### src/rtl/seq_detect_param_if.sv
// Serial detector bus: qualified data bit in, runtime config in, match flag/stats out.
// master drives din_valid/din and the cfg_* fields; slave (the detector) drives dout/match_cnt/fill.
// Ports: din_valid, din, cfg_load, cfg_pat, cfg_len, cfg_ovl -> slave; dout, match_cnt, fill -> master.
interface seq_detect_param_if #(
  parameter int PAT_W = 8,
  parameter int CNT_W = 8
);
  localparam int LEN_W = $clog2(PAT_W + 1);

  logic             din_valid;
  logic             din;
  logic             cfg_load;
  logic [PAT_W-1:0] cfg_pat;
  logic [LEN_W-1:0] cfg_len;
  logic             cfg_ovl;
  logic             dout;
  logic [CNT_W-1:0] match_cnt;
  logic [LEN_W-1:0] fill;

  modport master (
    output din_valid, din, cfg_load, cfg_pat, cfg_len, cfg_ovl,
    input  dout, match_cnt, fill
  );

  modport slave (
    input  din_valid, din, cfg_load, cfg_pat, cfg_len, cfg_ovl,
    output dout, match_cnt, fill
  );
endinterface

### src/rtl/seq_detect_param.sv
// Runtime-configurable serial bit-pattern detector with saturating match counter.
// Latency: dout same cycle as the matching bit (Mealy); one cycle later when SEQDET_REG_OUT_EN is defined.
// Backpressure: none; a bit is consumed every cycle din_valid=1, cfg_load wins over din_valid.
// Ports: clk, reset (sync, active-low), bus (seq_detect_param_if.slave: din_valid/din in,
//        cfg_load/cfg_pat/cfg_len/cfg_ovl in, dout/match_cnt/fill out).
// Optional feature macro: SEQDET_REG_OUT_EN (registered dout).
module seq_detect_param #(
  parameter int               PAT_W   = 8,
  parameter int               CNT_W   = 8,
  parameter logic [PAT_W-1:0] DEF_PAT = PAT_W'('h0D),
  parameter int               DEF_LEN = 4
) (
  input  logic               clk,
  input  logic               reset,
  seq_detect_param_if.slave  bus
);
  localparam int               LEN_W     = $clog2(PAT_W + 1);
  localparam logic [LEN_W-1:0] PAT_W_L   = LEN_W'(PAT_W);
  localparam logic [LEN_W-1:0] DEF_LEN_L = LEN_W'(DEF_LEN);

  // History keeps only PAT_W-1 bits: the window's newest bit is always din itself.
  logic [PAT_W-2:0] hist_q, hist_d;
  logic [LEN_W-1:0] fill_q, fill_d;
  logic [CNT_W-1:0] cnt_q, cnt_d;
  logic [PAT_W-1:0] pat_q, pat_d;
  logic [LEN_W-1:0] len_q, len_d;
  logic             ovl_q, ovl_d;

  logic [PAT_W-1:0] win;
  logic [PAT_W-1:0] mask;
  logic [LEN_W-1:0] cfg_len_clamped;
  logic             fill_ok;
  logic             match;

  // Oversized lengths are clamped once at load so len_q is always 0..PAT_W.
  assign cfg_len_clamped = (bus.cfg_len > PAT_W_L) ? PAT_W_L : bus.cfg_len;

  always_comb begin
    win = {hist_q, bus.din};
    mask = '0;
    for (int i = 0; i < PAT_W; i++) begin
      mask[i] = (LEN_W'(i) < len_q);
    end
    // fill >= L-1 evaluated as fill+1 >= L, one bit wider to avoid underflow at L=0.
    fill_ok = (({1'b0, fill_q} + (LEN_W+1)'(1)) >= {1'b0, len_q});
    // reset/cfg_load gate the flag so dout is quiet in those cycles.
    match = reset && !bus.cfg_load && bus.din_valid && fill_ok &&
            (len_q != '0) && (((win ^ pat_q) & mask) == '0);
  end

  always_comb begin
    hist_d = hist_q;
    fill_d = fill_q;
    cnt_d  = cnt_q;
    pat_d  = pat_q;
    len_d  = len_q;
    ovl_d  = ovl_q;
    if (bus.cfg_load) begin
      pat_d  = bus.cfg_pat;
      len_d  = cfg_len_clamped;
      ovl_d  = bus.cfg_ovl;
      hist_d = '0;
      fill_d = '0;
      cnt_d  = '0;
    end else if (bus.din_valid) begin
      if (match && !ovl_q) begin
        // Non-overlapping: no bit of the matched window may seed the next match.
        hist_d = '0;
        fill_d = '0;
      end else begin
        hist_d = win[PAT_W-2:0];
        fill_d = (fill_q == PAT_W_L) ? fill_q : fill_q + LEN_W'(1);
      end
      if (match && (cnt_q != '1)) begin
        cnt_d = cnt_q + CNT_W'(1);
      end
    end
  end

  always_ff @(posedge clk) begin
    if (!reset) begin
      hist_q <= '0;
      fill_q <= '0;
      cnt_q  <= '0;
      pat_q  <= DEF_PAT;
      len_q  <= DEF_LEN_L;
      ovl_q  <= 1'b1;
    end else begin
      hist_q <= hist_d;
      fill_q <= fill_d;
      cnt_q  <= cnt_d;
      pat_q  <= pat_d;
      len_q  <= len_d;
      ovl_q  <= ovl_d;
    end
  end

`ifdef SEQDET_REG_OUT_EN
  logic dout_q, dout_d;

  // match is already forced low by cfg_load, so only reset needs explicit clearing.
  assign dout_d = match;

  always_ff @(posedge clk) begin
    if (!reset) begin
      dout_q <= 1'b0;
    end else begin
      dout_q <= dout_d;
    end
  end

  assign bus.dout = dout_q;
`else
  assign bus.dout = match;
`endif

  assign bus.match_cnt = cnt_q;
  assign bus.fill      = fill_q;
endmodule
### src/flat_wrapper.sv
// flat-port wrapper written by rule: the top's interface ports become plain ports
module seq_detect_param_flat 
#(
  parameter int               PAT_W   = 8,
  parameter int               CNT_W   = 8,
  parameter logic [PAT_W-1:0] DEF_PAT = PAT_W'('h0D),
  parameter int               DEF_LEN = 4
)
  (clk, reset, bus_din_valid, bus_din, bus_cfg_load, bus_cfg_pat, bus_cfg_len, bus_cfg_ovl, bus_dout, bus_match_cnt, bus_fill);
  seq_detect_param_if #(.PAT_W(PAT_W), .CNT_W(CNT_W)) bus_i ();
  input  logic clk;
  input  logic reset;
  input wire logic [$bits(bus_i.din_valid)-1:0] bus_din_valid;
  input wire logic [$bits(bus_i.din)-1:0] bus_din;
  input wire logic [$bits(bus_i.cfg_load)-1:0] bus_cfg_load;
  input wire logic [$bits(bus_i.cfg_pat)-1:0] bus_cfg_pat;
  input wire logic [$bits(bus_i.cfg_len)-1:0] bus_cfg_len;
  input wire logic [$bits(bus_i.cfg_ovl)-1:0] bus_cfg_ovl;
  output wire logic [$bits(bus_i.dout)-1:0] bus_dout;
  output wire logic [$bits(bus_i.match_cnt)-1:0] bus_match_cnt;
  output wire logic [$bits(bus_i.fill)-1:0] bus_fill;
  assign bus_i.din_valid = bus_din_valid;
  assign bus_i.din = bus_din;
  assign bus_i.cfg_load = bus_cfg_load;
  assign bus_i.cfg_pat = bus_cfg_pat;
  assign bus_i.cfg_len = bus_cfg_len;
  assign bus_i.cfg_ovl = bus_cfg_ovl;
  assign bus_dout = bus_i.dout;
  assign bus_match_cnt = bus_i.match_cnt;
  assign bus_fill = bus_i.fill;
  seq_detect_param #(.PAT_W(PAT_W), .CNT_W(CNT_W), .DEF_PAT(DEF_PAT), .DEF_LEN(DEF_LEN)) u_core (.clk(clk), .reset(reset), .bus(bus_i));
endmodule
### config.mk
export PLATFORM = sky130hd
export DESIGN_NAME = seq_detect_param_flat
export DESIGN_NICKNAME = d
export VERILOG_FILES = /design/src/rtl/seq_detect_param_if.sv /design/src/rtl/seq_detect_param.sv /design/src/flat_wrapper.sv
export SDC_FILE = /design/constraint.sdc
export NUM_CORES = 1
export LEC_CHECK = 0
export BUFFER_PORTS_ARGS = -buffer_cell sky130_fd_sc_hd__clkbuf_2
export CORE_UTILIZATION = 35
export CTS_BUF_LIST = sky130_fd_sc_hd__clkbuf_8
export DETAILED_ROUTE_END_ITERATION = 8
export PLACE_DENSITY = 0.67
export SLEW_MARGIN = 20
export SYNTH_ARGS = -nofsm -noshare
export SYNTH_HDL_FRONTEND = slang
export SYNTH_SLANG_ARGS = --single-unit
### constraint.sdc
create_clock -name clk -period 2.2 [get_ports clk]
set_input_delay 0.11 -clock clk [delete_from_list [all_inputs] [get_ports clk]]
set_output_delay 0.11 -clock clk [all_outputs]
set_load 0.1 [all_outputs]
Word level (Yosys, flattened, before mapping)
Cells that the tools add are included.
{"block": "totals", "regBits": 32, "word_cells": 43}
{"block": "op_classes", "addsub": 3, "n_lt_le_gt_ge": 10, "eq_ne": 3, "muxes": 4, "n_bitwise": 3, "n_reduce_logical": 14}
{"op": "< comparator 3 x 4 -> 1 bit, first input constant", "count": 4}
{"op": "two-way mux 4 bit", "count": 3}
{"op": "adder 8 x 1 -> 8 bit, second input constant", "count": 1}
{"op": "bitwise AND 8 bit", "count": 1}
{"op": "logical NOT 8 bit", "count": 1}
{"op": "< comparator 1 x 4 -> 1 bit, first input constant", "count": 2}
{"op": "< comparator 2 x 4 -> 1 bit, first input constant", "count": 2}
{"op": "!= test 8 bit, second input constant", "count": 1}
{"op": "XOR 8 bit", "count": 1}
{"op": "logical AND 1 bit", "count": 7}
{"op": "two-way mux 7 bit", "count": 1}
{"op": "adder 4 x 1 -> 5 bit, second input constant", "count": 1}
{"op": ">= comparator 5 x 4 -> 1 bit", "count": 1}
{"op": "adder 4 x 1 -> 4 bit, second input constant", "count": 1}
{"op": "equality test 4 bit, second input constant", "count": 1}
{"op": "greater-than comparator 4 bit, second input constant", "count": 1}
{"op": "AND reduction 2 bit", "count": 2}
{"op": "nonzero test 4 bit", "count": 1}
{"op": "logical NOT 1 bit", "count": 2}
{"op": "!= test 2 x 1 -> 1 bit, second input constant", "count": 1}
{"op": "OR reduction 2 bit", "count": 1}
{"op": "inverter 1 bit", "count": 1}

Logic depth before layout (Yosys ltp)
{"block": "depth", "ltp_word": 9, "depth_mapped": 9, "ltp_nobuf": 8}

Worst setup path before layout
OpenSTA, ideal clock, no wires.
{"block": "synth_timing", "kind": "reg-to-output", "startpoint": "reg u_core.fill_q[0], in the netlist u_core.bus.fill[0]", "endpoint": "out bus_dout", "t_arrival_ns": 4.305, "required_time_ns": 2.090, "setup_slack_ns": -2.215, "path_stages_with_launch": 7, "cell_sequence": "dfxtp_1 -> inv_1 -> ha_1 -> ha_1 -> a211oi_1 -> o21a_1 -> a211oi_1"}
{"block": "synth_via", "elab_chain_len": 5}
{"element": "start: declaration", "line_no": "seq_detect_param.sv:23", "source": "logic [LEN_W-1:0] fill_q, fill_d;"}
{"element": "start signal: assignment", "line_no": "seq_detect_param.sv:90", "source": "fill_q <= fill_d;"}
{"element": "adder 4 x 1 -> 5 bit", "line_no": "seq_detect_param.sv:45", "source": "fill_ok = (({1'b0, fill_q} + (LEN_W+1)'(1)) >= {1'b0, len_q});"}
{"element": ">= comparator 5 x 4 -> 1 bit", "line_no": "seq_detect_param.sv:45"}
{"element": "logical AND 1 bit (2 in series)", "line_no": "seq_detect_param.sv:47", "source": "match = reset && !bus.cfg_load && bus.din_valid && fill_ok &&"}
{"element": "logical AND 1 bit", "line_no": "seq_detect_param.sv:48", "source": "(len_q != '0) && (((win ^ pat_q) & mask) == '0);"}
{"element": "end: declaration", "line_no": "flat_wrapper.sv:19", "source": "output wire logic [$bits(bus_i.dout)-1:0] bus_dout;"}
Every way passes these cells.

Final worst setup path
{"block": "layout_timing", "startpoint": "reg u_core.fill_q[0], in the netlist u_core.bus.fill[0]", "endpoint": "reg u_core.fill_q[0], in the netlist u_core.bus.fill[0]"}
{"block": "layout_via", "elab_chain_len": 8}
{"element": "adder 4 x 1 -> 5 bit", "line_no": "seq_detect_param.sv:45"}
{"element": ">= comparator 5 x 4 -> 1 bit", "line_no": "seq_detect_param.sv:45"}
{"element": "logical AND 1 bit (2 in series)", "line_no": "seq_detect_param.sv:47"}
{"element": "logical AND 1 bit", "line_no": "seq_detect_param.sv:48"}
{"element": "logical AND 1 bit", "line_no": "seq_detect_param.sv:66", "source": "if (match && !ovl_q) begin"}
{"element": "!= test 2 x 1 -> 1 bit (no line)"}
{"element": "AND reduction 2 bit (no line)"}
Parallel ways exist; a longest one is shown, timed or not. The select of a mux whose other input is x is not followed.
A chain may end at the register's enable or synchronous reset.

==> flow_metrics.tcl <==
set metrics [dict create \
    drt-pass1-iter-count 6 \
    synthCells 185 \
    hold_violations 0 \
    layout.nets 251 \
    finalCritPeriodShare_pct 99.2 \
    yosys_warnings 0 \
    ff2ff_setup_slack_ps 20 \
    synth_seq_area_share_pct 38.2 \
    place_hpwl_um 2720 \
    fmax_ghz 0.458 \
    avgSynthCellArea_sq_um 9.06 \
    worstMarginPinSlew_ps 543 \
    cpPeakStageDelay_ps 380 \
    clk_latency_ps 280 \
    grt_pass1_wl_um 6220 \
    cts_sinks 32 \
    die_h_um 71.2 \
    critPathCaptureType "flop" \
    drive_above_1_share_pct 32.7 \
    power.density_nw_per_um2 543 \
    io_pins 31 \
    routed_wl_um 3640 \
    synth_cell_type_count 46 \
    antenna_found_initial 0 \
    wl_per_cell_um 13.1 \
    ff_latch_area_sq_um 658 \
    clk_pin_slew_ps 60 \
    grt_max_degree 18 \
    timing.rr.start "u_core.bus.fill[0]" \
    synthArstFlopShare_pct 0 \
    synth_top_area_cell "dfxtp_1" \
    placed_cells_incl_taps 269 \
    rsz0062_at_grt "yes" \
    ys_seq_elements 32 \
    ant_nets 0 \
    multi_input_area_sq_um 1060 \
    drtIter0Drc 86 \
    ir_worst_vdd_uv 350 \
    crit_fanout 5 \
    htreeDepth 2 \
    cp-start-kind "flop" \
    holdCritStartpoint "bus_cfg_ovl" \
    cts_made_buffers 5 \
    core_sq_um 4470 \
    row_count 24 \
    die_area_sq_um 5070 \
    via_count 1471 \
    clock-root-buffer "clkbuf_8" \
    report.final.slew_viol_count 0 \
    areaGrowthSynthToFinish_pct 28.1 \
    post-route-min-period_ps 2180 \
    violations "DRC" \
    start_util_pct 37.5 \
    synth_top_area_share_pct 38.2 \
    synthFlopType "dfxtp_1" \
    synth_edf_count 0 \
    grt_use_total_pct 15.6 \
    layout_setup_ws_ps 18.6 \
    required_ps 2370 \
    place_congestion 0.765 \
    netlist_top_cells_count "dfxtp_1, nand2_1, a21oi_1" \
    grt_pass1_vias 1430 \
    status "complete, but fails checks" \
    path_class "flop to flop" \
    io_buffers 30 \
    yosys.cell_count.top_type "dfxtp_1" \
    antenna_cells_inserted 0 \
    synthTopCellsByArea "dfxtp_1, mux2i_1, ha_1" \
    cts_tree "done" \
    cp_data_arrival_time_ps 2350 \
    gr-total-overflow 0 \
    setup_viol 0 \
    vias_per_cell 5.29 \
    crit_start "u_core.bus.fill[0]" \
    chipWidth_um 71.2 \
    fill_cells 432 \
    hold_path.class "input port to flop" \
    drc 2 \
    final_cells 278 \
    clock_skew_ps 6.01 \
    path_cells "ha_4, xor2_1, ha_1, o21ai_2, o21a_1, a2111o_1, o2bb2ai_2, mux2_4" \
    pre_cts_ws_ps 34.7 \
    synth_nets 210 \
    syn_area_sq_um 1680 \
    max-slew-margin-rel_pct 64.0 \
    power_leakage_nw 0.892 \
    crit_slowest_cell "dfxtp_4" \
    clockBufferDepth 2 \
    drv_cap 0 \
]
power by group:
group / internal (mW) / switching (mW) / leakage, nW
Combinational: 0.0678 / 0.0803 / 0.582
Clock: 0.210 / 0.201 / 0.0452
Sequential: 0.591 / 0.0157 / 0.265
Total: 0.869 / 0.297 / 0.892
logic make-up after synthesis:
logic type               synth area share [%]
AO/OA/AOI/OAI                            18.7
XOR/XNOR                                 5.75
adder cells (fa/ha/maj)                  5.22
buffers and inverters                    4.63
flip-flops                               38.2
multiplexers                             6.87
AND/OR/NAND/NOR                          20.7
routing by layer:
metal,global-route usage (%),wire length [um]
met3,3.52,154
met1,19.7,1760
met5,0,0
met2,25.6,1690
met4,6.67,42
stage by stage:
step	TNS [ps]	power (mW)	utilization (%)	cell area, sq um	hold WS, ps
after floorplan	-530	0.716	-	1770	238
after global placement	0	0.760	45.2	2020	323
after detailed placement	0	0.762	45.2	2020	335
after CTS	0	1.17	47.0	2100	36.7
after global routing	-416	1.23	48.0	2150	59.0
final	0	1.17	48.0	2150	43.2
worst paths after layout:
kind / cells past startpoint / endpoint
worst max register to register: 8 / u_core.bus.fill[0]
worst min register to register: 2 / u_core.bus.match_cnt[1]
worst max-delay path: 8 / u_core.bus.fill[0]
worst min-delay path: 3 / u_core.ovl_q
cell usage in the layout (no fill, tap or decap), types with 3 or more instances in the layout:
master	count
dfxtp_4	4
dfxtp_1	26
nand2_1	17
inv_1	6
nor2_1	6
nand3_1	10
a21oi_1	13
clkbuf_2	29
nand2b_1	8
xnor2_1	3
clkbuf_8	5
ha_1	4
mux2i_1	10
and2_1	4
nor2b_1	7
o31ai_1	3
xor2_1	7
or4_1	3
ha_4	3
buf_4	11
state kept, by name, indices dropped and copies added, names as in the netlist:
register,flops
u_core.bus.match_cnt,8
u_core.pat_q,8
u_core.hist_q,7
u_core.bus.fill,4
u_core.len_q,4
u_core.ovl_q,1
repair_timing:
| item | CTS | global route |
|---|---|---|
| resized for setup | 0 | 6 |
| endpoints found under the hold margin | 0 | 0 |
| hold buffers | 0 | 0 |
| buffers inserted | 0 | 2 |
| setup endpoints to repair | 0 | 5 |
cell type report:
cell class | count | share of cell area [%]
Clock buffer | 5 | 3.20
Inverter | 7 | 1.34
Tap cell | 52 | 3.03
Multi-Input combinational cell | 138 | 49.3
Sequential cell | 32 | 30.6
Clock inverter | 2 | 0.408
Timing Repair Buffer | 42 | 12.1
critical path, delay by kind of cell (launching register included):
kind	cells	cell delay [ps]
muxes	1	270
xor gates and xnor gates	1	140
adders and majority gates	2	470
DFF	1	380
AOI/OAI and AO/OA	4	820
(Power assumes the default switching activity.)
